File: config.mk
export PLATFORM = sky130hd
export DESIGN_NAME = uart_ext_flat
export DESIGN_NICKNAME = d
export VERILOG_FILES = /design/src/rtl/uart_ext_if.sv /design/src/rtl/uart_ext.sv /design/src/flat_wrapper.sv
export SDC_FILE = /design/constraint.sdc
export NUM_CORES = 1
export LEC_CHECK = 0
export ABC_AREA = 1
export CAP_MARGIN = 25
export CORE_AREA = 2 2 120 122
export DETAILED_ROUTE_END_ITERATION = 7
export DIE_AREA = 0 0 122 124
export GPL_ROUTABILITY_DRIVEN = 0
export PLACE_DENSITY = 0.74
export SETUP_SLACK_MARGIN = 0.15
export SLEW_MARGIN = 20
export SYNTH_ARGS = -nofsm -noshare
export SYNTH_HDL_FRONTEND = slang
export SYNTH_SLANG_ARGS = --single-unit
File: constraint.sdc
create_clock -name clk -period 3 [get_ports clk]
set_input_delay 0.6 -clock clk [delete_from_list [all_inputs] [get_ports clk]]
set_output_delay 0.6 -clock clk [all_outputs]
set_load 0.05 [all_outputs]
File: src/rtl/uart_ext_if.sv
// Bus-side interface of uart_ext: TX valid/ready handshake plus RX FIFO read port.
// The register file uses the master modport and the UART uses the slave modport.
interface uart_ext_if #(
  parameter int DATA_BITS  = 8,
  parameter int FIFO_DEPTH = 4
);
  localparam int CW = $clog2(FIFO_DEPTH) + 1;

  logic                 tx_valid;
  logic [DATA_BITS-1:0] tx_data;
  logic                 tx_ready;
  logic [DATA_BITS-1:0] rx_data;
  logic                 rx_valid;
  logic                 rx_pop;
  logic [CW-1:0]        rx_count;

  modport master (
    output tx_valid, tx_data, rx_pop,
    input  tx_ready, rx_data, rx_valid, rx_count
  );
  modport slave (
    input  tx_valid, tx_data, rx_pop,
    output tx_ready, rx_data, rx_valid, rx_count
  );
endinterface

File: src/rtl/uart_ext.sv
// UART with parity/stop options, RX FIFO with sticky errors and RTS/CTS flow control.
// Define UART_LOOPBACK_EN to add loopback_i, which routes internal TX into RX and idles the pad.
module uart_ext #(
  parameter int DATA_BITS  = 8,
  parameter int FIFO_DEPTH = 4,
  parameter int BAUD_W     = 12
) (
  input  logic              clk,
  input  logic              rst,
  input  logic [BAUD_W-1:0] baud_div_i,
  input  logic              parity_en_i,
  input  logic              parity_odd_i,
  input  logic              two_stop_i,
  input  logic              cts_n_i,
  input  logic              rx_i,
  input  logic              err_clear_i,
`ifdef UART_LOOPBACK_EN
  input  logic              loopback_i,
`endif
  output logic              tx_o,
  output logic              rts_o,
  output logic              frame_err_o,
  output logic              parity_err_o,
  output logic              overrun_o,
  uart_ext_if.slave         bus
);
  localparam int AW = $clog2(FIFO_DEPTH);
  localparam int CW = AW + 1;
  localparam int BW = 4;
  localparam logic [BW-1:0] LAST_BIT = BW'(DATA_BITS - 1);

  typedef enum logic [2:0] {S_IDLE, S_START, S_DATA, S_PARITY, S_STOP} state_e;

  // ---------------- TX ----------------
  state_e               tx_state_q, tx_state_d;
  logic [BAUD_W-1:0]    tx_div_q, tx_div_d, tx_cnt_q, tx_cnt_d;
  logic                 tx_half_q, tx_half_d;
  logic [BW-1:0]        tx_bit_q, tx_bit_d;
  logic [DATA_BITS-1:0] tx_shift_q, tx_shift_d;
  logic                 tx_par_q, tx_par_d, tx_par_en_q, tx_par_en_d, tx_two_q, tx_two_d;
  logic                 tx_bit_end, tx_line;

  // A bit period is two half-bit spans of (div+1) cycles each.
  assign tx_bit_end = tx_half_q && (tx_cnt_q == tx_div_q);

  // NOTE: every signal written here gets a default first, so no latches are inferred.
  always_comb begin
    tx_state_d  = tx_state_q;
    tx_div_d    = tx_div_q;
    tx_cnt_d    = tx_cnt_q;
    tx_half_d   = tx_half_q;
    tx_bit_d    = tx_bit_q;
    tx_shift_d  = tx_shift_q;
    tx_par_d    = tx_par_q;
    tx_par_en_d = tx_par_en_q;
    tx_two_d    = tx_two_q;
    if (tx_state_q != S_IDLE) begin
      if (tx_cnt_q == tx_div_q) begin
        tx_cnt_d  = '0;
        tx_half_d = ~tx_half_q;
      end else begin
        tx_cnt_d = tx_cnt_q + 1'b1;
      end
    end
    case (tx_state_q)
      S_IDLE: if (bus.tx_valid && !cts_n_i) begin
        tx_state_d  = S_START;
        tx_shift_d  = bus.tx_data;
        tx_par_d    = (^bus.tx_data) ^ parity_odd_i;
        tx_par_en_d = parity_en_i;
        tx_two_d    = two_stop_i;
        tx_div_d    = baud_div_i;
        tx_cnt_d    = '0;
        tx_half_d   = 1'b0;
        tx_bit_d    = '0;
      end
      S_START: if (tx_bit_end) tx_state_d = S_DATA;
      S_DATA: if (tx_bit_end) begin
        tx_shift_d = tx_shift_q >> 1;
        if (tx_bit_q == LAST_BIT) begin
          tx_bit_d   = '0;
          tx_state_d = tx_par_en_q ? S_PARITY : S_STOP;
        end else begin
          tx_bit_d = tx_bit_q + 1'b1;
        end
      end
      S_PARITY: if (tx_bit_end) tx_state_d = S_STOP;
      S_STOP: if (tx_bit_end) begin
        if (tx_two_q && tx_bit_q == '0) begin
          tx_bit_d = BW'(1);
        end else begin
          tx_bit_d   = '0;
          tx_state_d = S_IDLE;
        end
      end
      default: tx_state_d = S_IDLE;
    endcase
  end

  // NOTE: sequential state uses non-blocking assignments so every flop sees pre-edge values.
  always_ff @(posedge clk or posedge rst) begin
    if (rst) begin
      tx_state_q  <= S_IDLE;
      tx_div_q    <= '0;
      tx_cnt_q    <= '0;
      tx_half_q   <= 1'b0;
      tx_bit_q    <= '0;
      tx_shift_q  <= '0;
      tx_par_q    <= 1'b0;
      tx_par_en_q <= 1'b0;
      tx_two_q    <= 1'b0;
    end else begin
      tx_state_q  <= tx_state_d;
      tx_div_q    <= tx_div_d;
      tx_cnt_q    <= tx_cnt_d;
      tx_half_q   <= tx_half_d;
      tx_bit_q    <= tx_bit_d;
      tx_shift_q  <= tx_shift_d;
      tx_par_q    <= tx_par_d;
      tx_par_en_q <= tx_par_en_d;
      tx_two_q    <= tx_two_d;
    end
  end

  assign tx_line = (tx_state_q == S_START)  ? 1'b0 :
                   (tx_state_q == S_DATA)   ? tx_shift_q[0] :
                   (tx_state_q == S_PARITY) ? tx_par_q : 1'b1;
  assign bus.tx_ready = (tx_state_q == S_IDLE);

  // ---------------- RX ----------------
  logic rx_src, rx_meta_q, rx_sync_q;
`ifdef UART_LOOPBACK_EN
  assign rx_src = loopback_i ? tx_line : rx_i;
  assign tx_o   = loopback_i ? 1'b1 : tx_line;
`else
  assign rx_src = rx_i;
  assign tx_o   = tx_line;
`endif

  state_e               rx_state_q, rx_state_d;
  logic [BAUD_W-1:0]    rx_div_q, rx_div_d, rx_cnt_q, rx_cnt_d;
  logic                 rx_half_q, rx_half_d;
  logic [BW-1:0]        rx_bit_q, rx_bit_d;
  logic [DATA_BITS-1:0] rx_shift_q, rx_shift_d;
  logic                 rx_par_q, rx_par_d, rx_par_en_q, rx_par_en_d, rx_odd_q, rx_odd_d;
  logic                 rx_mid, push, set_fe, set_pe, set_ov, full, pop_ok;

  // Start bit samples at the end of its first half; later bits one full period on.
  assign rx_mid = (rx_cnt_q == rx_div_q) && (rx_half_q == (rx_state_q != S_START));

  always_comb begin
    rx_state_d  = rx_state_q;
    rx_div_d    = rx_div_q;
    rx_cnt_d    = rx_cnt_q;
    rx_half_d   = rx_half_q;
    rx_bit_d    = rx_bit_q;
    rx_shift_d  = rx_shift_q;
    rx_par_d    = rx_par_q;
    rx_par_en_d = rx_par_en_q;
    rx_odd_d    = rx_odd_q;
    push        = 1'b0;
    set_fe      = 1'b0;
    set_pe      = 1'b0;
    set_ov      = 1'b0;
    if (rx_state_q != S_IDLE) begin
      if (rx_cnt_q == rx_div_q) begin
        rx_cnt_d  = '0;
        rx_half_d = ~rx_half_q;
      end else begin
        rx_cnt_d = rx_cnt_q + 1'b1;
      end
    end
    case (rx_state_q)
      S_IDLE: if (!rx_sync_q) begin
        rx_state_d  = S_START;
        rx_div_d    = baud_div_i;
        rx_par_en_d = parity_en_i;
        rx_odd_d    = parity_odd_i;
        rx_cnt_d    = '0;
        rx_half_d   = 1'b0;
        rx_bit_d    = '0;
      end
      S_START: if (rx_mid) begin
        rx_state_d = rx_sync_q ? S_IDLE : S_DATA;
        rx_half_d  = 1'b0;
      end
      S_DATA: if (rx_mid) begin
        rx_shift_d = {rx_sync_q, rx_shift_q[DATA_BITS-1:1]};
        if (rx_bit_q == LAST_BIT) begin
          rx_bit_d   = '0;
          rx_state_d = rx_par_en_q ? S_PARITY : S_STOP;
        end else begin
          rx_bit_d = rx_bit_q + 1'b1;
        end
      end
      S_PARITY: if (rx_mid) begin
        rx_par_d   = rx_sync_q;
        rx_state_d = S_STOP;
      end
      S_STOP: if (rx_mid) begin
        rx_state_d = S_IDLE;
        if (!rx_sync_q)                                                  set_fe = 1'b1;
        else if (rx_par_en_q && (rx_par_q != ((^rx_shift_q) ^ rx_odd_q))) set_pe = 1'b1;
        else if (full && !bus.rx_pop)                                    set_ov = 1'b1;
        else                                                             push   = 1'b1;
      end
      default: rx_state_d = S_IDLE;
    endcase
  end

  always_ff @(posedge clk or posedge rst) begin
    if (rst) begin
      rx_meta_q   <= 1'b1;
      rx_sync_q   <= 1'b1;
      rx_state_q  <= S_IDLE;
      rx_div_q    <= '0;
      rx_cnt_q    <= '0;
      rx_half_q   <= 1'b0;
      rx_bit_q    <= '0;
      rx_shift_q  <= '0;
      rx_par_q    <= 1'b0;
      rx_par_en_q <= 1'b0;
      rx_odd_q    <= 1'b0;
    end else begin
      rx_meta_q   <= rx_src;
      rx_sync_q   <= rx_meta_q;
      rx_state_q  <= rx_state_d;
      rx_div_q    <= rx_div_d;
      rx_cnt_q    <= rx_cnt_d;
      rx_half_q   <= rx_half_d;
      rx_bit_q    <= rx_bit_d;
      rx_shift_q  <= rx_shift_d;
      rx_par_q    <= rx_par_d;
      rx_par_en_q <= rx_par_en_d;
      rx_odd_q    <= rx_odd_d;
    end
  end

  // ---------------- FIFO and flags ----------------
  logic [DATA_BITS-1:0] mem_q [FIFO_DEPTH];
  logic [AW-1:0]        wr_ptr_q, rd_ptr_q;
  logic [CW-1:0]        count_q;

  assign full   = (count_q == CW'(FIFO_DEPTH));
  assign pop_ok = bus.rx_pop && (count_q != '0);

  // NOTE: storage has no reset; rx_data is masked to 0 while the FIFO is empty.
  always_ff @(posedge clk) begin
    if (push) mem_q[wr_ptr_q] <= rx_shift_q;
  end

  always_ff @(posedge clk or posedge rst) begin
    if (rst) begin
      wr_ptr_q     <= '0;
      rd_ptr_q     <= '0;
      count_q      <= '0;
      frame_err_o  <= 1'b0;
      parity_err_o <= 1'b0;
      overrun_o    <= 1'b0;
    end else begin
      if (push)   wr_ptr_q <= wr_ptr_q + 1'b1;
      if (pop_ok) rd_ptr_q <= rd_ptr_q + 1'b1;
      if (push && !pop_ok)      count_q <= count_q + 1'b1;
      else if (!push && pop_ok) count_q <= count_q - 1'b1;
      if (err_clear_i) begin
        frame_err_o  <= 1'b0;
        parity_err_o <= 1'b0;
        overrun_o    <= 1'b0;
      end else begin
        if (set_fe) frame_err_o  <= 1'b1;
        if (set_pe) parity_err_o <= 1'b1;
        if (set_ov) overrun_o    <= 1'b1;
      end
    end
  end

  assign bus.rx_data  = (count_q == '0) ? '0 : mem_q[rd_ptr_q];
  assign bus.rx_valid = (count_q != '0);
  assign bus.rx_count = count_q;
  assign rts_o        = (count_q >= CW'(FIFO_DEPTH - 1));
endmodule

File: src/flat_wrapper.sv
// flat-port wrapper written by rule: the top's interface ports become plain ports
module uart_ext_flat 
#(
  parameter int DATA_BITS  = 8,
  parameter int FIFO_DEPTH = 4,
  parameter int BAUD_W     = 12
)
  (clk, rst, baud_div_i, parity_en_i, parity_odd_i, two_stop_i, cts_n_i, rx_i, err_clear_i, tx_o, rts_o, frame_err_o, parity_err_o, overrun_o, bus_tx_valid, bus_tx_data, bus_rx_pop, bus_tx_ready, bus_rx_data, bus_rx_valid, bus_rx_count);
  uart_ext_if #(.DATA_BITS(DATA_BITS), .FIFO_DEPTH(FIFO_DEPTH)) bus_i ();
  input  logic clk;
  input  logic rst;
  input  logic [BAUD_W-1:0] baud_div_i;
  input  logic parity_en_i;
  input  logic parity_odd_i;
  input  logic two_stop_i;
  input  logic cts_n_i;
  input  logic rx_i;
  input  logic err_clear_i;
  output logic tx_o;
  output logic rts_o;
  output logic frame_err_o;
  output logic parity_err_o;
  output logic overrun_o;
  input wire logic [$bits(bus_i.tx_valid)-1:0] bus_tx_valid;
  input wire logic [$bits(bus_i.tx_data)-1:0] bus_tx_data;
  input wire logic [$bits(bus_i.rx_pop)-1:0] bus_rx_pop;
  output wire logic [$bits(bus_i.tx_ready)-1:0] bus_tx_ready;
  output wire logic [$bits(bus_i.rx_data)-1:0] bus_rx_data;
  output wire logic [$bits(bus_i.rx_valid)-1:0] bus_rx_valid;
  output wire logic [$bits(bus_i.rx_count)-1:0] bus_rx_count;
  assign bus_i.tx_valid = bus_tx_valid;
  assign bus_i.tx_data = bus_tx_data;
  assign bus_i.rx_pop = bus_rx_pop;
  assign bus_tx_ready = bus_i.tx_ready;
  assign bus_rx_data = bus_i.rx_data;
  assign bus_rx_valid = bus_i.rx_valid;
  assign bus_rx_count = bus_i.rx_count;
  uart_ext #(.DATA_BITS(DATA_BITS), .FIFO_DEPTH(FIFO_DEPTH), .BAUD_W(BAUD_W)) u_core (.clk(clk), .rst(rst), .baud_div_i(baud_div_i), .parity_en_i(parity_en_i), .parity_odd_i(parity_odd_i), .two_stop_i(two_stop_i), .cts_n_i(cts_n_i), .rx_i(rx_i), .err_clear_i(err_clear_i), .tx_o(tx_o), .rts_o(rts_o), .frame_err_o(frame_err_o), .parity_err_o(parity_err_o), .overrun_o(overrun_o), .bus(bus_i));
endmodule
======== Yosys cells after proc, flatten, opt, wreduce, memory -nomap -nowiden ========
Memory sizes are Yosys's and may differ from the RTL's.
Cells that the tools add are included.
storage, ports and cells
  register bits ........................... 98
  RAM bits ................................ 32
  word-level logic and storage cells ...... 187
  memories kept ........................... 1
operators by class
  add/sub/neg operators ................... 8
  magnitude comparators ................... 1
  eq/ne operators ......................... 29
  multiplexer cells ....................... 79
  bitwise operators ....................... 5
  reduce and logical (&&, ||, !) cells .... 38
memory list
  memory        words  bits a word  rd ports  clocked after memory_dff  wr ports  line             text
  u_core.mem_q  4      8            1         0                         1         uart_ext.sv:240  logic [DATA_BITS-1:0] mem_q [FIFO_DEPTH];
operators by type and width
  cell                   number
  $mux 12                8
  $mux 3                 17
  $mux 1                 37
  $pmux 3 s5             2
  $mux 4                 7
  $add 12x1->12 const B  2
  $eq 12x12->1           2
  $mux 8                 3
  $ne 2x1->1 const B     11
  $pmux 8 s2             1
  $reduce_xor 8->1       2
  $eq 3x2->1 const B     4
  $pmux 4 s3             1
  $reduce_bool 2->1      6
  $reduce_bool 3->1      4
  $eq 3x3->1 const B     3
  $logic_and 1x1->1      9
  $logic_not 3->1        3
  $add 4x1->4 const B    2
  $eq 4x3->1 const B     2
  $pmux 4 s2             1
  $reduce_and 2->1       4
  $reduce_and 7->1       1
  $eq 3x1->1 const B     2
  other kinds (17)       26

======== Depth between registers and ports, before layout ========
Gate-level depths: netlist of the first run.
  depth in word-level cells ............... 12
  depth in mapped cells ................... 18
  depth with buffers taken out ............ 18

======== Least setup slack after synthesis of the first run ========
Ideal clock, no wire load.
  path kind ............................... reg2reg
  start ................................... reg u_core.count_q[0] (netlist: u_core.bus.rx_count[0])
  end ..................................... reg u_core.count_q[2] (netlist: u_core.bus.rx_count[2])
  arrival ................................. 2.564 ns
  data required time ...................... 2.869 ns
  path slack .............................. 0.305 ns
  cell stages (with the launch flop) ...... 12
  buffers on the path ..................... 0
  clock period less this slack ............ 2.695 ns
  cell sequence ........................... dfrtp_1 -> nor2_1 -> inv_1 -> nor2_1 -> inv_1 -> nand2_1 -> ha_1 -> inv_1 -> fa_1 -> a21oi_1 -> o21ai_0 -> xor2_1
on the way
  elaborated cells between the ends (all ways) .. 18
  those cells by class .................... 2 x add/sub; 1 x eq/ne; 7 x mux; 8 x reduce/logical
RTL lines
  element                                             line                text
  start: declaration                                  uart_ext.sv:242     logic [CW-1:0] count_q;
  start signal: assignment                            uart_ext.sv:263     if (push && !pop_ok) count_q <= count_q + 1'b1;
  start signal: assignment                            uart_ext.sv:264     else if (!push && pop_ok) count_q <= count_q - 1'b1;
  $reduce_bool 3->1 (*)                               n/a
  named net bus_rx_valid                              flat_wrapper.sv:29  output wire logic [$bits(bus_i.rx_valid)-1:0] bus_rx_valid;
  $logic_and 1x1->1 (*)                               uart_ext.sv:245     assign pop_ok = bus.rx_pop && (count_q != '0);
  $logic_not 1->1                                     uart_ext.sv:263
  $logic_and 1x1->1                                   uart_ext.sv:263
  $mux 3 / $reduce_bool 2->1 (equally long branches)  n/a
Mark *: on every way through the listed nets, which the timed path passes. The rest lies on a longest branch. The select of a mux whose other input is x is not followed.
A chain may end at the register's enable or synchronous reset.

======== Final worst setup path of the first run ========
  start ................................... reg u_core.tx_state_q[0]
  end ..................................... out bus_tx_ready
on the way
  longest elaborated chain between the ends .. 1
RTL lines
  element                   line                text
  start: declaration        uart_ext.sv:35      state_e tx_state_q, tx_state_d;
  start signal: assignment  uart_ext.sv:113     tx_state_q <= tx_state_d;
  $logic_not 3->1           uart_ext.sv:128     assign bus.tx_ready = (tx_state_q == S_IDLE);
  end: declaration          flat_wrapper.sv:27  output wire logic [$bits(bus_i.tx_ready)-1:0] bus_tx_ready;
No other way between the ends.

==> results of run 1 <==
-- sequential cells by signal, indices dropped and copies added (netlist names), 2 cells and up --
name / cells
u_core.rx_cnt_q: 12
u_core.tx_bit_q: 4
u_core.rx_shift_q: 8
u_core.tx_state_q: 3
u_core.rx_bit_q: 4
u_core.rd_ptr_q: 2
u_core.mem_q: 32
u_core.bus.rx_count: 3
u_core.rx_state_q: 3
u_core.tx_div_q: 12
u_core.wr_ptr_q: 2
u_core.tx_cnt_q: 12
u_core.tx_shift_q: 8
u_core.rx_div_q: 12
-- cell type report --
| type | instances | area, um^2 |
|---|---|---|
| repair buffers | 63 | 590.6 |
| fillers | 1170 | 5654 |
| clock buffers | 18 | 429.2 |
| inverters | 126 | 485.5 |
| flip-flops and latches | 130 | 3418 |
| multi-input cells | 508 | 2738 |
| well taps | 180 | 225.2 |
| clock inverters | 14 | 178.9 |
-- path summary, 6_finish.rpt --
kind,start,endpoint,depth (start not counted)
setup / recovery,u_core.tx_state_q[0]$_DFFE_PP0P_,bus_tx_ready,4
hold / removal,u_core.rx_meta_q$_DFF_PP1_,u_core.rx_sync_q$_DFF_PP1_,0
setup reg to reg,u_core.rx_cnt_q[3]$_DFF_PP0_,u_core.bus.rx_count[2]$_DFFE_PP0P_,16
hold reg to reg,u_core.rx_meta_q$_DFF_PP1_,u_core.rx_sync_q$_DFF_PP1_,0
max in group asynchronous,rst,u_core.rx_sync_q$_DFF_PP1_,3
min in group asynchronous,rst,u_core.tx_shift_q[2]$_DFFE_PP0P_,3
-- critical path: stages, from the launching register on --
cell and delay (ns):
dfrtp_1 0.38, inv_1 0.15, nand2_1 0.14, nor2_4 0.23, clkdlybuf4s50_1 0.85
-- layer usage --
metal	up-vias	GRT usage, %
met5	-	0
li1	2658	-
met2	77	32.68
met4	0	5.891
met3	14	5.311
met1	2352	23.67
-- cell usage in the layout, fill, tap and decap left out, types with 3 or more instances in the layout --
master	instances
clkinv_4	4
o211ai_1	8
clkdlybuf4s50_1	38
bufinv_16	3
inv_2	8
xnor2_1	14
nor3_1	10
o21ai_0	74
nand2_1	157
buf_4	16
inv_6	4
o22ai_1	3
dlygate4sd2_1	8
nor2_4	7
nor2_1	79
nand3_1	44
nor4_1	4
dfrtp_1	94
inv_1	114
ha_1	11
nand4_1	9
clkbuf_16	17
o21ai_2	7
clkinvlp_4	3
nand3_4	4
a21oi_1	26
edfxtp_1	32
xor2_1	23
o21ai_1	6
-- power breakdown --
group          switching (mW)  internal [mW]
registers               0.363           2.20
logic                    1.84          0.938
clock network           0.792           1.32
total                    3.00           4.46
-- logic make-up after synthesis --
family	share of synthesized area, %
AND/OR/NAND/NOR	22.46
adder cells (fa/ha/maj)	2.356
buffers and inverters	8.190
AO/OA/AOI/OAI	10.94
XOR/XNOR	4.843
multiplexers	0.1683
flip-flops	51.05
-- synth_stat cells, drive strengths merged --
master	count
a21oi	28
a31oi	2
buf	6
clkbuf	9
clkinv	1
dfrtp	96
dfstp	2
edfxtp	32
fa	1
ha	11
inv	125
mux2	1
nand2	160
nand3	50
nand3b	1
nand4	9
nor2	87
nor3	12
nor3b	1
nor4	5
o2111ai	1
o211ai	8
o21ai	87
o21bai	2
o22ai	3
o31ai	1
or2	1
xnor2	14
xor2	23
-- through the flow --
step | cell area [um^2] | utilization, % | setup slack, ns | hold WS (ns) | power [mW]
final | 8065 | 58.79 | 0.2425 | 0.3552 | 7.459
after global routing | 8065 | 58.79 | 0.1741 | 0.3585 | 8.023
after CTS | 8011 | 58.39 | 0.1806 | 0.3562 | 7.490
after detailed placement | 7413 | 54.04 | 0.2141 | 0.3473 | 5.404
after global placement | 7413 | 54.04 | 0.2686 | 0.3465 | 5.334
after floorplan | 6695 | - | 0.3054 | 0.3452 | 4.665
-- repair_timing --
item | 4_1_cts | 5_1_grt
endpoints found under the setup margin | 8 | 9
pin swaps | 0 | 2
gates resized for setup | 8 | 7
buffers inserted | 0 | 5
==> flow_summary.ini, run 1 <==
[status]
outcome = completed

[logic_synthesis]
post_synth.cell_area_avg_um2 = 8.590
most_area_hungry_cell_type_in_the_yosys_netlist = dfrtp_1
yosysWarnings = 0
number_of_synthesized_register_bits = 130
synth_area_um2 = 6691
yosys.cell_types.count = 43
synth_top_area_share_pct = 35.90
synth_seq_area_share_pct = 51.05
netlist_top_cells_area = dfrtp_1 (36%), edfxtp_1 (14%), nand2_1 (8.8%)
mappedNetlistNets = 821
syn_inst = 779

[die]
die_y_um = 124
core_outline_area_um2 = 13720
dieArea_um2 = 15130
initial_core_util_pct = 48.77
floorplan.die.width_um = 122
rows = 43
io_pins = 48

[worst_setup_path]
arrival_ns = 2.16
critPathLaunchType = flop
timing.reg2reg.setup_slack_ns = 0.45
worst-path-max-fanout = 7
worst_setup_path_category = flop to output pin
worstSetupEndpointType = output pin
worst_ep_required_time_ns = 2.40

[timing]
timing.final.crit_period_ns = 2.757
final_min_period_over_clock_period_pct = 91.92
setup_viol_count_final = 0
finalHoldViolations = 0
unrepaired_setup_endpoints_after_global_routing = no
finalSetupTns_ns = 0
timing.clock.skew_ns = 0.009757
max_freq_mhz = 362.7
timing.final.max_slew_violations = 0
slew_worst_pin_ns = 0.5371
maxSlewHeadroom_pct = 64.19

[clock_tree]
clock_tree.htree_level_count = 4
cts_bufs_inserted = 17
post_cts_hold_buffer_count = 0
worstSkewPairLatency_ns = 0.42
clock_path_buffers = 2
clkSlewWorstSetupHoldPaths_ns = 0.06
cts_num_sinks = 130
cts_tree = done
cts_root_buffer = clkbuf_16

[global_route]
grt_pass1_vias = 4918
wire_length_of_the_first_global_routing_pass_um = 22640
global_route.overflow_total = 0
track_usage_pct = 19.11
initial_antenna_violation_count = 0
pin_count_of_the_biggest_net_entering_global_routing = 99

[routing]
route.antenna.remaining_nets = 0
remaining_drc_errors = 0
first_pass_iters = 5
routedLengthMet1_um = 5887
met2_length_um = 6430
topRoutingLayerUsed = met4
routed_wirelength_um = 12970
routedWlPerCell_um = 12.48
drt-initial-drc-count = 269
vias = 5101
detail_route.vias_per_cell = 4.910
detail_route_met3_wl_um = 462

[placement]
port_buffers = 47
place.detailed.hpwl_um = 9234
post-place-cells = 1002

[run]
timing.max_cap.violations = 0

[layout]
nets = 888
synthToLayoutAreaGrowth_pct = 20.53
insertedDiodeCount = 0
post_route_cells_drive_above_1_share_pct = 10.83
instances_no_fill = 1039

[pwr]
total_leakage_power_nw = 3.699
ir_drop_v = 0.0005003
power_density_over_the_cells_nw_per_um2 = 924.8

[min_path]
hold_path_class = flop to flop
(Power assumes the default switching activity.)
==> inputs of run 2 (changes only) <==
CORE_AREA = 2 2 127 116   (was 2 2 120 122)
DIE_AREA = 0 0 129 118   (was 0 0 122 124)
==> run 2 against run 1 <==
Sequential share of layout area rose by 0.11 points; global-route usage fell by 0.39 points; setup slack improved by 0.078 ns; critical path type unchanged; largest cell class unchanged.
==> flow_summary.ini, run 2 (synthesis results as in run 1) <==
[layout]
layout_commonest_cell = nand2_1
insertedDiodeCount = 0
post_route_cells_drive_above_1_share_pct = 11.67
mostFrequentLayoutCells = nand2_1 (157), inv_1 (113), dfrtp_1 (86), nor2_1 (80), o21ai_0 (75)
largest_reg_flops = 32
multi_input_comb_area_um2 = 2733
utilization_pct = 58.03
largest-register = u_core.mem_q
num-fill-cells = 1237
synthToLayoutAreaGrowth_pct = 20.57
finish.instance_area_um2 = 8068
nets = 886
seqCellArea_um2 = 3428

[pwr]
power_frac_clock_pct = 27.6
power_density_over_the_cells_nw_per_um2 = 918.9
power_switching_share_pct = 40.59
switchingPower_mw = 3.009
p_comb_share_pct = 37.7
total_power_mw = 7.413
ir_drop_v = 0.0006878
total_leakage_power_nw = 3.674
p_int_mw = 4.404
share_seq_of_total_power_pct = 34.7

[worst_setup_path]
arrival_ns = 2.08
worst_setup_path_category = flop to output pin
timing.reg2reg.setup_slack_ns = 0.40
cp-startpoint = u_core.bus.rx_count[0]$_DFFE_PP0P_
worst_ep_required_time_ns = 2.40
capture_instance_of_the_worst_register_to_register_path = u_core.bus.rx_count[2]$_DFFE_PP0P_
rr_worst_depth = 13
worstSetupEndpointType = output pin
worst-path-max-fanout = 9
timing.critical_path.slowest_stage_cell = clkdlybuf4s50_1
path_cells = nor2_1 -> inv_1 -> nor2_1 -> buf_4 -> inv_1 -> clkdlybuf4s50_1
cp-endpoint = bus_rx_valid
critical_path.reg2reg.startpoint = u_core.rx_div_q[11]$_DFFE_PP0P_
cp_slowest_stage_delay_ns = 0.80
critPathLaunchType = flop

[timing]
final_min_period_over_clock_period_pct = 89.31
setup_viol_count_final = 0
timing.clock.skew_ns = 0.009311
finalSetupTns_ns = 0
timing.final.max_slew_violations = 0
timing.final.crit_period_ns = 2.679
maxSlewHeadroom_pct = 52.02
finalHoldViolations = 0
slew_worst_pin_ns = 0.7170
unrepaired_setup_endpoints_after_global_routing = no
max_freq_mhz = 373.2

[placement]
place.detailed.hpwl_um = 9336
placed_cell_area_um2 = 7415
port_buffers = 47

[routing]
routed_wirelength_um = 13030
detail_route.vias_per_cell = 4.877
first_pass_iters = 4
drt-initial-drc-count = 269
remaining_drc_errors = 0
routedWlPerCell_um = 12.41
vias = 5121
route.antenna.remaining_nets = 0

[clock_tree]
cts_root_buffer = clkbuf_16
post_cts_hold_buffer_count = 0
clock_tree.htree_level_count = 4
cts_tree = done
clkSlewWorstSetupHoldPaths_ns = 0.06
cts_num_sinks = 130
worstSkewPairLatency_ns = 0.42
cts_bufs_inserted = 17
clock_path_buffers = 2

[die]
initial_core_util_pct = 48.13
floorplan.die.width_um = 129
rows = 41
io_pins = 48
dieArea_um2 = 15220
die_y_um = 118
core_outline_area_um2 = 13900

[global_route]
pin_count_of_the_biggest_net_entering_global_routing = 55
track_usage_pct = 18.72
grt.busiest_layer = met2
grt_pass1_vias = 4857
grt_use_met1_pct = 24.75
global_route_met2_usage_pct = 29.73
gr-usage-met3_pct = 3.864
wire_length_of_the_first_global_routing_pass_um = 22620
global_route.overflow_total = 0
initial_antenna_violation_count = 0

[run]
timing.max_cap.violations = 0

[min_path]
hold_path_class = flop to flop

[status]
outcome = completed
## run 2: worst min path at each step
| stage | start | endpoint | slack [ns] | depth (start not counted) |
|---|---|---|---|---|
| 6_report | u_core.rx_meta_q$_DFF_PP1_ | u_core.rx_sync_q$_DFF_PP1_ | 0.35 | 0 |
| 3_3_place_gp | u_core.rx_meta_q$_DFF_PP1_ | u_core.rx_sync_q$_DFF_PP1_ | 0.35 | 0 |
| 2_1_floorplan | u_core.rx_meta_q$_DFF_PP1_ | u_core.rx_sync_q$_DFF_PP1_ | 0.35 | 0 |
| 3_5_place_dp | u_core.rx_meta_q$_DFF_PP1_ | u_core.rx_sync_q$_DFF_PP1_ | 0.35 | 0 |
| 5_1_grt | u_core.rx_meta_q$_DFF_PP1_ | u_core.rx_sync_q$_DFF_PP1_ | 0.35 | 0 |
| 4_1_cts | u_core.rx_meta_q$_DFF_PP1_ | u_core.rx_sync_q$_DFF_PP1_ | 0.35 | 0 |
## run 2: power by group through the flow
stage / clock, mW / combinational, mW / sequential [mW]
floorplan: 0 / 2.12 / 2.55
global placement: 0 / 2.75 / 2.57
finish: 2.05 / 2.80 / 2.57
CTS: 2.08 / 2.77 / 2.57
global route: 2.17 / 3.16 / 2.63
detailed placement: 0 / 2.80 / 2.59
## run 2: layout make-up
class / count / share of cell area [%]
flip-flops and latches: 130 / 42.49
clock buffers: 18 / 5.444
multi-input cells: 508 / 33.87
clock inverters: 14 / 1.923
well taps: 193 / 2.993
repair buffers: 61 / 7.258
inverters: 126 / 6.017
## run 2: stage by stage
stage / worst slack (ns) / instances / hold WS, ns
floorplan: 0.3054 / 779 / 0.3452
global placement: 0.2682 / 1013 / 0.3466
detailed placement: 0.1809 / 1013 / 0.3487
CTS: 0.2107 / 1045 / 0.3547
global route: 0.1437 / 1050 / 0.3550
finish: 0.3208 / 1050 / 0.3517
## run 2: worst max-delay path, delay by kind of cell (launching register included)
kind,cells,cell delay [ns]
flip-flops,1,0.44
buffers and inverters,4,1.12
AND/OR/NAND/NOR,2,0.10
## run 2: repair_timing
item / in CTS / in global routing
gates cloned: 0 / 0
resized for setup: 8 / 14
buffers inserted: 0 / 4
pin swaps: 0 / 1
endpoints found under the setup margin: 8 / 10
## run 2: routing by layer
metal | wire, um | up-vias
met2 | 6312 | 83
met4 | 262 | 0
met3 | 374 | 19
met5 | 0 | -
met1 | 6078 | 2367
li1 | - | 2652
==> edit 1 (config.mk and constraints of run 1) <==
Register the input `baud_div_i` before use, without a reset. The logic sees it one clock later. The other inputs are not delayed to match.
--- a/src/rtl/uart_ext.sv
+++ b/src/rtl/uart_ext.sv
@@ -31,6 +31,12 @@
 
   typedef enum logic [2:0] {S_IDLE, S_START, S_DATA, S_PARITY, S_STOP} state_e;
 
+  logic [BAUD_W-1:0] baud_div_q;
+
+  always_ff @(posedge clk) begin
+    baud_div_q <= baud_div_i;
+  end
+
   // ---------------- TX ----------------
   state_e               tx_state_q, tx_state_d;
   logic [BAUD_W-1:0]    tx_div_q, tx_div_d, tx_cnt_q, tx_cnt_d;
@@ -69,7 +75,7 @@
         tx_par_d    = (^bus.tx_data) ^ parity_odd_i;
         tx_par_en_d = parity_en_i;
         tx_two_d    = two_stop_i;
-        tx_div_d    = baud_div_i;
+        tx_div_d    = baud_div_q;
         tx_cnt_d    = '0;
         tx_half_d   = 1'b0;
         tx_bit_d    = '0;
@@ -173,7 +179,7 @@
     case (rx_state_q)
       S_IDLE: if (!rx_sync_q) begin
         rx_state_d  = S_START;
-        rx_div_d    = baud_div_i;
+        rx_div_d    = baud_div_q;
         rx_par_en_d = parity_en_i;
         rx_odd_d    = parity_odd_i;
         rx_cnt_d    = '0;
Formal check against the unedited RTL: not equivalent (a bounded check fails within 4 cycles, from zero or initial values and one cycle with rst high).
==> edit 1 against run 1 <==
Clock skew is 0.0018 ns lower; final area is 0.50% higher; sequential cell count is 12 higher; die area stayed put; largest power group is now sequential cells; sequential share of layout area is 2.7 points higher; critical endpoint is now u_core.bus.rx_count[2]$_DFFE_PP0P_; largest cell class unchanged; routed wire length is 2.1% higher; power is 0.88% higher; setup slack better by 0.085 ns; area after synthesis is 1.4% higher; non-clock buffer count is 5 lower.
==> edit 1: results (changes against run 1) <==
| Metric | Value |
|---|---|
| Max Freq | `0.374 GHz (+3.2%)` |
| Yosys top cell area share | `0.354 (-0.00503)` |
| Syn Area/Cell | `8.67 um^2 (+0.90%)` |
| Largest net degree at the start of global routing | `31 (-69%)` |
| Sequential group power | `2780 uW (+8.2%)` |
| Vias in the first global route | `4893 (-0.51%)` |
| CP delay by family, top | `simple AND/OR/NAND/NOR gates` |
| Share of post-route cells with drive strength above 1 | `0.0839 (-0.0243)` |
| Worst setup path end | `u_core.bus.rx_count[2]$_DFFE_PP0P_` |
| Leakage | `0.00371 uW (+0.29%)` |
| Seq/Total Area, Yosys | `0.539 (+0.0282)` |
| Worst IR drop on VDD | `0.529 mV (+5.8%)` |
| Vias per inst | `5.00 (+1.9%)` |
| Cells after DPL | `1006 (+0.40%)` |
| Slew @ Worst Pin | `0.759 ns (+0.222 ns)` |
| Combinational cell fraction of total power | `0.355 (-0.018)` |
| Detail Placement HPWL | `9400 um (+1.8%)` |
| Via count | `5192 (+1.8%)` |
| Final nets | `887 (-0.11%)` |
| Drt first-iter violations | `385 (+43%)` |
| Skew final | `0.00794 ns (-0.00182 ns)` |
| Hold_ws | `0.362 ns (+0.00666 ns)` |
| Run status | `finished, final reports clean` |
| Critical Path Max Stage Delay | `0.42 ns (-0.43 ns)` |
| Crit Path Max Fanout | `7 (unchanged)` |
| First-pass GRT wire length | `22800 um (+0.61%)` |
| Pint | `4540 uW (+1.9%)` |
| Synth top area cells | `dfrtp_1 (35%), edfxtp_1 (14%), nand2_1 (10%)` |
| R2R setup slack | `0.33 ns (-0.12 ns)` |
| Routed WL per cell | `12.8 um (+2.2%)` |
| Asr flop ratio synth | `0.690 (-0.0637)` |
| Syn Nets | `825 (+0.49%)` |
| CP max-delay cell | `dfrtp_1` |
| Crit. Startpoint | `u_core.rx_cnt_q[5]$_DFF_PP0_` |
==> edit 1: changes by cell type after synthesis, sizes merged, moves of 4 or more <==
cell,delta
o22ai,+6
inv,-12
nand2,+22
o21ai,-9
nor3,+4
xnor2,+4
nand3,-16
nor4,-4
a21oi,-7
dfxtp,+12
==> edit 1: cell families after synthesis <==
group | count (synthesis) | synth area share
xor+xnor | 40 | 0.0516
buf+inv | 129 | 0.0741
simple gates | 334 | 0.206
flops | 142 | 0.539
compound gates | 124 | 0.103
mux | 2 | 0.00332
fa+ha+maj | 12 | 0.0232
==> edit 1: layer usage <==
| metal | part of all wire | vias to the layer above | global-route usage |
|---|---|---|---|
| met5 | 0 | - | 0 |
| met4 | 0.018 | 0 | 0.0718 |
| met3 | 0.031 | 19 | 0.0417 |
| met2 | 0.47 | 93 | 0.310 |
| met1 | 0.48 | 2431 | 0.261 |
| li1 | - | 2649 | - |
==> edit 1: area by class of cell <==
| class | count | area (um^2) |
|---|---|---|
| fillers | 1170 | 5610 |
| flip-flops and latches | 142 | 3660 |
| repair buffers | 58 | 573 |
| clock buffers | 17 | 425 |
| well taps | 180 | 225 |
| inverters | 114 | 434 |
| clock inverters | 15 | 160 |
| multi-input cells | 512 | 2630 |
==> edit 1: through the flow <==
step	instance area (um^2)	util	power (uW)	worst slack [ns]
after floorplan	6790	-	4750	0.305
after global routing	8110	0.591	8060	0.0739
after global placement	7510	0.547	5400	0.284
after CTS	8100	0.590	7570	0.185
after detailed placement	7510	0.547	5470	0.230
final	8110	0.591	7520	0.328
==> edit 1: what timing repair did <==
action,4_1_cts,5_1_grt
gates resized for setup,0,4
hold endpoints to repair,0,0
setup endpoints to repair,0,11
==> edit 2 (flow settings as in run 1) <==
Without the edit above. `FIFO_DEPTH` is set to 4 in 3 places; all go to 8.
--- a/src/rtl/uart_ext_if.sv
+++ b/src/rtl/uart_ext_if.sv
@@ -2,7 +2,7 @@
 // The register file uses the master modport and the UART uses the slave modport.
 interface uart_ext_if #(
   parameter int DATA_BITS  = 8,
-  parameter int FIFO_DEPTH = 4
+  parameter int FIFO_DEPTH = 8
 );
   localparam int CW = $clog2(FIFO_DEPTH) + 1;
 
--- a/src/rtl/uart_ext.sv
+++ b/src/rtl/uart_ext.sv
@@ -2,7 +2,7 @@
 // Define UART_LOOPBACK_EN to add loopback_i, which routes internal TX into RX and idles the pad.
 module uart_ext #(
   parameter int DATA_BITS  = 8,
-  parameter int FIFO_DEPTH = 4,
+  parameter int FIFO_DEPTH = 8,
   parameter int BAUD_W     = 12
 ) (
   input  logic              clk,
--- a/src/flat_wrapper.sv
+++ b/src/flat_wrapper.sv
@@ -2,7 +2,7 @@
 module uart_ext_flat 
 #(
   parameter int DATA_BITS  = 8,
-  parameter int FIFO_DEPTH = 4,
+  parameter int FIFO_DEPTH = 8,
   parameter int BAUD_W     = 12
 )
   (clk, rst, baud_div_i, parity_en_i, parity_odd_i, two_stop_i, cts_n_i, rx_i, err_clear_i, tx_o, rts_o, frame_err_o, parity_err_o, overrun_o, bus_tx_valid, bus_tx_data, bus_rx_pop, bus_tx_ready, bus_rx_data, bus_rx_valid, bus_rx_count);
Ports: changed (resized bus_rx_count); port bits go from 48 to 49. The function was not compared with the original's and may differ.
==> edit 2 against run 1 <==
Setup slack worse by 0.012 ns; fmax down 0.45%; synthesized cell count up 13%; count of clock-buffer cells in the layout down 1; combinational power up 29%; sequential cell count up 35; power up 18%; register-to-register slack worse by 0.22 ns; sequential share of layout area up 4.0 points; global-route usage up 3.9 points; non-clock buffer count up 27; final area up 19%; routed wire length up 29%; area after synthesis up 19%; critical path type is now reg2reg; largest power group unchanged.
==> edit 2: results (changes against run 1) <==
| Metric | Value |
|---|---|
| Cts bufs inserted | `17 (unchanged)` |
| GRT Total Usage | `0.230 (+0.0385)` |
| Asr flop ratio synth | `0.612 (-0.142)` |
| Detail Placement HPWL | `11300 um (+22%)` |
| Clk buf depth | `2 (unchanged)` |
| Largest net degree at the start of global routing | `36 (-64%)` |
| R2r startpoint | `u_core.rx_cnt_q[6]$_DFF_PP0_` |
| Vias per inst | `5.32 (+8.3%)` |
| I/O Buffers | `48 (+2.1%)` |
| Vias in the first global route | `5754 (+17%)` |
| Post-synth cell types | `43 (unchanged)` |
| Reg2Reg Depth | `16 (unchanged)` |
| R2R setup slack | `0.23 ns (-0.22 ns)` |
| Worst IR drop on VDD | `0.656 mV (+31%)` |
| Drt first-iter violations | `473 (+76%)` |
| Syn Nets | `924 (+13%)` |
| Cells after DPL | `1122 (+12%)` |
| Top reg by flops | `u_core.mem_q` |
| Seq/Total Area, Yosys | `0.561 (+0.0502)` |
| Placed cell area | `0.00886 mm^2 (+20%)` |
| First-pass iteration count of the detailed router | `5 (unchanged)` |
| Number of enable flip-flop cells after synthesis | `64 (+100%)` |
| Ys flop type | `dfrtp_1` |
| Commonest cells in the synthesized netlist | `nand2_1 (186), o21ai_0 (105), inv_1 (104)` |
| Synth warn | `0 (unchanged)` |
| Final nets | `1013 (+14%)` |
| Root buffer cell | `clkbuf_16` |
| Total Routed Length | `16700 um (+29%)` |
| Worst hold path class | `reg2reg` |
| Capturing point of the worst reg2reg path | `u_core.bus.rx_count[3]$_DFFE_PP0P_` |
| Routed WL per cell | `14.3 um (+15%)` |
| Pre-CTS setup slack | `-0.0952 ns (-0.309 ns)` |
| Antenna diodes | `0 (unchanged)` |
| Hold_ws | `0.355 ns (-0.000245 ns)` |
| First-pass GRT wire length | `27000 um (+19%)` |
| H-tree depth | `4 (unchanged)` |
| Synth top area cells | `dfrtp_1 (31%), edfxtp_1 (24%), nand2_1 (8.8%)` |
| Share of post-route cells with drive strength above 1 | `0.149 (+0.0411)` |
| Run status | `finished, final reports clean` |
| Largest register FFs | `64 (+100%)` |
| Leakage | `0.00420 uW (+14%)` |
| Syn Area/Cell | `9.00 um^2 (+4.8%)` |
| Initial antenna violation count | `0 (unchanged)` |
| Skew final | `0.00788 ns (-0.00188 ns)` |
| Crit Path Max Fanout | `5 (-2)` |
| Slew @ Worst Pin | `0.685 ns (+0.148 ns)` |
| Clk slew on worst S/H paths | `0.06 ns (about the same)` |
| Hold Path Sink | `u_core.rx_sync_q$_DFF_PP1_` |
| CP Data Arrival Time | `3.08 ns (+0.92 ns)` |
[edit 2: cell types whose count changed in the layout (fill, tap and decap cells not counted), sizes merged, moves of 5 or more]
cell,change
a31oi,+7
edfxtp,+32
a21oi,-11
inv,-14
dlygate4sd2,-7
nand2,+29
o21ai,+21
buf,+33
nand3,-12
o22ai,+10
xnor2,+7
nor2,+18
nor3,+5
[edit 2: how the worst max path moves through the flow]
stage / start / end / slack (ns) / cells after the start
6_report: u_core.rx_cnt_q[6]$_DFF_PP0_ / u_core.bus.rx_count[3]$_DFFE_PP0P_ / 0.23 / 16
5_1_grt: u_core.rx_cnt_q[4]$_DFF_PP0_ / u_core.bus.rx_count[3]$_DFFE_PP0P_ / 0.05 / 19
4_1_cts: u_core.rx_shift_q[2]$_DFFE_PP0P_ / u_core.bus.rx_count[3]$_DFFE_PP0P_ / 0.17 / 19
3_5_place_dp: bus_rx_pop / u_core.bus.rx_count[3]$_DFFE_PP0P_ / -0.1 / 15
3_3_place_gp: bus_rx_pop / u_core.bus.rx_count[3]$_DFFE_PP0P_ / -0.05 / 15
2_1_floorplan: u_core.bus.rx_count[2]$_DFFE_PP0P_ / u_core.bus.rx_count[3]$_DFFE_PP0P_ / 0.16 / 16
[edit 2: critical path: stages, from the launching register on]
cell,delay (ns)
dfrtp_1,0.44
xnor2_1,0.22
nand2_1,0.10
nor2_2,0.15
nand4_1,0.20
nor2_2,0.19
nand2_2,0.07
inv_2,0.08
ha_4,0.16
inv_4,0.05
ha_4,0.22
and3_4,0.18
a211oi_2,0.22
nor2_1,0.09
nor2_1,0.10
nand2_1,0.07
xor2_1,0.14
[edit 2: kinds of logic after synthesis]
family	count (synthesis)	share of synthesized area
AOI/OAI and AO/OA	162	0.114
muxes	2	0.00284
and+or+nand+nor	368	0.192
DFF	165	0.561
adders and majority gates	12	0.0199
buffers and inverters	131	0.0640
xor gates and xnor gates	42	0.0463
[edit 2: report_power, final]
group | switching, uW | leakage [uW] | internal (uW)
sequential | 394 | 0.00199 | 2740
clock | 931 | 0.000277 | 1160
combinational | 2320 | 0.00193 | 1290
[edit 2: area by class of cell]
class	instances	area [um^2]
Clock buffer	17	425
Clock inverter	15	150
Fill cell	1080	4110
Inverter	110	423
Sequential cell	165	4460
Timing Repair inverter	1	7.51
Multi-Input combinational cell	586	3110
Timing Repair Buffer	90	806
Tap cell	180	225
[edit 2: per-layer routing]
layer / track usage / routed length, um / vias to the layer above
li1: - / - / 3089
met1: 0.303 / 7650 / 2958
met2: 0.390 / 8280 / 123
met3: 0.0398 / 538 / 18
met4: 0.0726 / 212 / 0
met5: 0 / 0 / -
[edit 2: timing repair]
item                       in CTS  in global routing
gates resized for setup         1                 33
setup buffers                   0                  9
pin swaps                       0                 15
setup endpoints to repair       1                 11
hold buffers                    0                  0
gates cloned                    0                  1
